<file path="config.mk">
export PLATFORM = sky130hd
export DESIGN_NAME = audio_sigmadelta_nch
export DESIGN_NICKNAME = d
export VERILOG_FILES = /design/src/rtl/audio_sd_pkg.sv /design/src/rtl/audio_sd_channel.sv /design/src/rtl/audio_sigmadelta_nch.sv
export SDC_FILE = /design/constraint.sdc
export NUM_CORES = 1
export LEC_CHECK = 0
export CORE_MARGIN = 8
export CORE_UTILIZATION = 35
export DETAILED_ROUTE_END_ITERATION = 7
export GPL_TIMING_DRIVEN = 0
export PLACE_DENSITY_LB_ADDON = 0.15
export SLEW_MARGIN = 30
export SYNTH_ARGS = -nofsm -noshare
export SYNTH_HDL_FRONTEND = slang
export SYNTH_SLANG_ARGS = --single-unit
</file>
<file path="constraint.sdc">
create_clock -name clk -period 25.5 [get_ports clk]
set_input_delay 7.65 -clock clk [delete_from_list [all_inputs] [get_ports clk]]
set_output_delay 7.65 -clock clk [all_outputs]
set_load 0.03 [all_outputs]
</file>
<file path="src/rtl/audio_sd_pkg.sv">
// Shared constants and helpers for the N-channel sigma-delta audio modulator.
// Holds the dither LFSR seeds/taps and a generic sign-extension helper.
package audio_sd_pkg;

    localparam logic [23:0] SEED1_INIT = 24'h654321;
    localparam logic [18:0] SEED2_INIT = 19'h12345;

    // Sign-extend the low w bits of v to 32 bits.
    function automatic logic signed [31:0] sext(input logic [31:0] v, input int w);
        return $signed(v << (32 - w)) >>> (32 - w);
    endfunction

    // An all-ones state would lock the XNOR LFSR, so it reloads the seed.
    function automatic logic [23:0] lfsr24_next(input logic [23:0] s);
        return (s == '1) ? SEED1_INIT : {s[22:0], ~(s[23] ^ s[22] ^ s[21] ^ s[16])};
    endfunction

    function automatic logic [18:0] lfsr19_next(input logic [18:0] s);
        return (s == '1) ? SEED2_INIT : {s[17:0], ~(s[18] ^ s[17] ^ s[16] ^ s[13] ^ s[0])};
    endfunction

endpackage

</file>
<file path="src/rtl/audio_sd_channel.sv">
// One modulator channel: linear interpolator, x3 gain, 1st/2nd-order loop
// and registered 1-bit output. Advances only on clk_en.
module audio_sd_channel
    import audio_sd_pkg::*;
#(
    parameter int DW  = 15,
    parameter int ID  = 4,
    parameter int A1W = 2,
    parameter int A2W = 5,
    parameter int RW  = 4
) (
    input  logic          clk,
    input  logic          reset,
    input  logic          clk_en,
    input  logic          load,
    input  logic          clr,
    input  logic          order2_q,
    input  logic          mute,
    input  logic [RW-1:0] dith,
    input  logic [DW-1:0] data,
    output logic          sd_out
);

    localparam int IW = DW + ID + 1;
    localparam int GW = DW + 2;
    localparam int W1 = DW + A1W + 2;
    localparam int W2 = DW + A2W + 2;
    localparam int QW = W2 + 1;

    logic signed [DW-1:0] cur;
    logic signed [DW-1:0] prev;
    logic signed [IW-1:0] interp;
    logic signed [W1-1:0] ac1;
    logic signed [W2-1:0] ac2;
    logic signed [GW-1:0] er_prev;

    logic signed [DW:0]   step;
    logic signed [DW-1:0] int_hi;
    logic signed [GW-1:0] gain;
    logic signed [QW-1:0] dith_ext;
    logic signed [QW-1:0] q;
    logic                 q_msb;
    logic signed [GW-1:0] er;
    logic signed [GW-1:0] er_adj;
    logic signed [W1-1:0] ac1_next;
    logic signed [W2-1:0] ac2_next;

    assign step     = (DW+1)'(cur) - (DW+1)'(prev);
    assign int_hi   = interp[DW+ID-1:ID];
    assign gain     = (GW'(int_hi) <<< 1) + GW'(int_hi);
    assign dith_ext = QW'(sext(32'(dith), RW));
    assign q        = (order2_q ? QW'(ac2) : QW'(ac1)) + dith_ext;
    assign q_msb    = q[QW-1];

    // Full-scale feedback; the delayed copy is made symmetric before the half-weight tap.
    assign er       = q_msb ? {1'b1, {(GW-1){1'b0}}} : {1'b0, {(GW-1){1'b1}}};
    assign er_adj   = er + {{(GW-1){1'b0}}, q_msb};
    assign ac1_next = ac1 + W1'(gain) - W1'(er);
    assign ac2_next = ac2 + W2'(ac1_next) - W2'(er) - W2'(er_prev >>> 1);

    always_ff @(posedge clk or posedge reset) begin
        if (reset) begin
            cur     <= '0;
            prev    <= '0;
            interp  <= '0;
            ac1     <= '0;
            ac2     <= '0;
            er_prev <= '0;
            sd_out  <= 1'b0;
        end else if (clk_en) begin
            if (load) begin
                prev   <= cur;
                cur    <= data;
                interp <= {(DW+1)'(cur), {ID{1'b0}}};
            end else begin
                interp <= interp + IW'(step);
            end
            if (mute || clr) begin
                ac1     <= '0;
                ac2     <= '0;
                er_prev <= '0;
            end else begin
                ac1     <= ac1_next;
                ac2     <= ac2_next;
                er_prev <= er_adj;
            end
            // Silent or muted channels idle at a 50% toggle rather than a stuck level.
            sd_out <= (mute || gain == '0) ? ~sd_out : ~q_msb;
        end
    end

endmodule

</file>
<file path="src/rtl/audio_sigmadelta_nch.sv">
// N-channel sigma-delta DAC modulator top: shared dither noise, interpolation
// phase counter, loop-order register and sample handshake around CH channels.
module audio_sigmadelta_nch
    import audio_sd_pkg::*;
#(
    parameter int CH  = 2,
    parameter int DW  = 15,
    parameter int ID  = 4,
    parameter int A1W = 2,
    parameter int A2W = 5,
    parameter int RW  = 4
) (
    input  logic             clk,
    input  logic             reset,
    input  logic             clk_en,
    input  logic             order2,
    input  logic             dither_en,
    input  logic [CH-1:0]    mute,
    input  logic [CH*DW-1:0] data_in,
    output logic             sample_ack,
    output logic [CH-1:0]    sd_out
);

    logic [ID-1:0] cnt;
    logic [23:0]   seed1;
    logic [18:0]   seed2;
    logic [23:0]   seed_sum;
    logic [23:0]   seed_prev;
    logic [RW-1:0] seed_out;
    logic          order2_q;

    logic          load;
    logic          clr;
    logic [RW-1:0] dith;

    assign load = (cnt == '0);
    assign clr  = (order2 != order2_q);
    assign dith = dither_en ? seed_out : '0;

    always_ff @(posedge clk or posedge reset) begin
        if (reset) begin
            cnt        <= '0;
            sample_ack <= 1'b0;
            seed1      <= SEED1_INIT;
            seed2      <= SEED2_INIT;
            seed_sum   <= '0;
            seed_prev  <= '0;
            seed_out   <= '0;
            order2_q   <= 1'b0;
        end else begin
            sample_ack <= 1'b0;
            if (clk_en) begin
                cnt        <= cnt + ID'(1);
                sample_ack <= load;
                seed1      <= lfsr24_next(seed1);
                seed2      <= lfsr19_next(seed2);
                seed_sum   <= seed1 + 24'(seed2);
                seed_prev  <= seed_sum;
                // First difference high-passes the noise; only the dither bits are kept.
                seed_out   <= RW'(seed_sum - seed_prev);
                order2_q   <= order2;
            end
        end
    end

    for (genvar k = 0; k < CH; k++) begin : g_ch
        audio_sd_channel #(
            .DW (DW),
            .ID (ID),
            .A1W(A1W),
            .A2W(A2W),
            .RW (RW)
        ) u_ch (
            .clk     (clk),
            .reset   (reset),
            .clk_en  (clk_en),
            .load    (load),
            .clr     (clr),
            .order2_q(order2_q),
            .mute    (mute[k]),
            .dith    (dith),
            .data    (data_in[k*DW +: DW]),
            .sd_out  (sd_out[k])
        );
    end

endmodule

</file>
==> out/metrics.csv <==
metric,value,unit
place_hpwl,48600,microns
tightest_slew,0.937,ns
status,"complete, no violations",
nets,2884,
grt_pass1_wl,99500,microns
routedWlPerCell,18.4,microns
slew_violations,0,
yosys.cell_types.count,73,
ctsResizeCount,0,
regToRegEndpoint,g_ch[0].u_ch.ac2[21]$_DFFE_PP0P_,
critPathArrivalTime,17.42,ns
coreArea,0.0616,sq mm
crit_type,in2reg,
grt_pass1_vias,17700,
yosysWarnings,0,
gp_congestion,0.845,
synth-edff-count,0,
fin_crit,16.90,ns
skew,0.0259,ns
drt-vias-per-instance,5.16,
critPathMaxFanout,24,
die_w,265,microns
ant_nets,0,
r2r_cells,41,
h-tree-depth,1,
cts_tree,built,
end_kind,flip-flop,
dieArea,0.0704,sq mm
synth_area_per_cell,8.94,sq um
routed_wl,62100,microns
synth_ff_type,dfrtp_1,
postCtsSetupRepairBufs,0,
cts_buffer_depth,3,
hold_viol,0,
area_growth,12.0,%
antenna_cells,0,
track_usage,17.5,%
cp-start-kind,input pin,
synthArstFlopShare,100,%
io_buffer_count,39,
fin_crit_sh,66.3,%
max_slew_margin,37.5,%
start_util,35.3,%
reg2reg_from,order2_q$_DFFE_PP0P_,
overflow,0,
final_core_util,39.5,%
crit_end,g_ch[0].u_ch.ac2[21]$_DFFE_PP0P_,
drt_first_pass_iters,6,
synth_fp_nets,2808,
drc,0,
grt_setup_unrepaired,false,
fin_tns_setup,0,ns
rows,91,
ys_ff_latch,247,
hold_buffers,0,
synthCells,2432,
netlist_area,0.0217,sq mm
timing.fmax,59.2,MHz
drive_above_1_share,6.28,%
clock-sinks,247,
grt_antenna_before_repair,1,
slowest_stage,buf_2,
fin_ws,8.60,ns
clock_latency,0.61,ns
cts_buffers,31,
placed_cell_area,0.0233,sq mm
pre_cts_ws,8.09,ns
root_buffer,clkbuf_16,
top_level_ports,40,
regToRegSetupSlack,14.79,ns
die_y,265,microns
mostFrequentLayoutCell,inv_1,
synth-seq-area-share,28.5,%
fin_area,0.0244,sq mm
drt_iter0_markers,1162,
layout_common_cells,"inv_1, dfrtp_1, ha_1",
cap_violations,0,
grt_max_degree,80,
num_vias,17400,
setup_viol,0,
min-delay-start,cnt[3]$_DFFE_PP0P_,
slowest_delay,0.74,ns
hold_class,reg2reg,
critPathLaunch,dither_en,
crit_required,26.02,ns
clk_pin_slew,0.07,ns
cpMostUsedCell,o21ai_0,
worst min path at each step:
| stage | end | cells past startpoint | slack (ns) |
|---|---|---|---|
| floorplan | cnt[3]$_DFFE_PP0P_ | 1 | 0.45 |
| global placement | cnt[3]$_DFFE_PP0P_ | 1 | 0.46 |
| detailed placement | cnt[3]$_DFFE_PP0P_ | 1 | 0.47 |
| CTS | cnt[3]$_DFFE_PP0P_ | 1 | 0.48 |
| global route | cnt[3]$_DFFE_PP0P_ | 1 | 0.50 |
| finish | cnt[3]$_DFFE_PP0P_ | 1 | 0.48 |
through the flow:
stage / hold slack, ns / cells
after floorplan: 0.446 / 2432
after global placement: 0.461 / 3308
after detailed placement: 0.467 / 3312
after CTS: 0.481 / 3370
after global routing: 0.498 / 3370
final: 0.479 / 3370
routing by layer:
layer / GRT usage (%) / wire length (microns)
met1: 24.6 / 29700
met2: 28.5 / 28400
met3: 1.75 / 2450
met4: 4.99 / 1520
met5: 0 / 0
flip-flops by register name, summed over array words and instances (netlist names), 19 cells and up:
register / count
g_ch.u_ch.ac1: 38
g_ch.u_ch.ac2: 44
g_ch.u_ch.cur: 30
g_ch.u_ch.interp: 38
g_ch.u_ch.prev: 30
seed1: 24
seed2: 19
cell families after synthesis:
| family | after synthesis | share of synthesized area [%] |
|---|---|---|
| xor+xnor | 171 | 6.89 |
| mux | 60 | 2.97 |
| compound gates | 617 | 18.5 |
| simple gates | 539 | 11.6 |
| buf+inv | 459 | 8.05 |
| fa+ha+maj | 339 | 23.4 |
| flops | 247 | 28.5 |
layout make-up:
| cell class | instances | area, sq um |
|---|---|---|
| buffer | 82 | 343 |
| timing repair buffer | 43 | 500 |
| sequential | 247 | 6200 |
| tap | 837 | 1050 |
| multi-input combinational | 1726 | 13800 |
| inverter | 377 | 1420 |
| clock inverter | 21 | 216 |
| clock buffer | 37 | 828 |
| fill | 6183 | 37200 |
worst max-delay path: cells and delay by family:
| family | cells | cell delay [ns] |
|---|---|---|
| adder cells (fa/ha/maj) | 6 | 1.94 |
| AO/OA/AOI/OAI | 18 | 3.66 |
| AND/OR/NAND/NOR | 7 | 1.45 |
| buffers and inverters | 8 | 2.53 |
| XOR/XNOR | 1 | 0.11 |
cell usage after synthesis, types with 20 or more instances:
| cell | n | area, sq um |
|---|---|---|
| o21ai_0 | 167 | 836 |
| ha_1 | 225 | 2820 |
| xnor2_1 | 122 | 1070 |
| a21oi_1 | 124 | 621 |
| a21o_1 | 67 | 503 |
| mux2i_1 | 23 | 230 |
| or3_1 | 22 | 138 |
| o22ai_1 | 40 | 250 |
| nor2_1 | 96 | 360 |
| clkbuf_1 | 63 | 236 |
| nand3_1 | 44 | 220 |
| xor2_1 | 49 | 429 |
| mux2_2 | 37 | 417 |
| a22o_1 | 45 | 394 |
| dfrtp_1 | 231 | 5780 |
| nand4_1 | 20 | 125 |
| inv_1 | 375 | 1410 |
| nor3_1 | 53 | 265 |
| fa_1 | 114 | 2280 |
| nand2_1 | 208 | 781 |
Power is left out: the tool's default activity adds up to more than one toggle a clock period on the data nets, which glitch-free logic cannot reach.
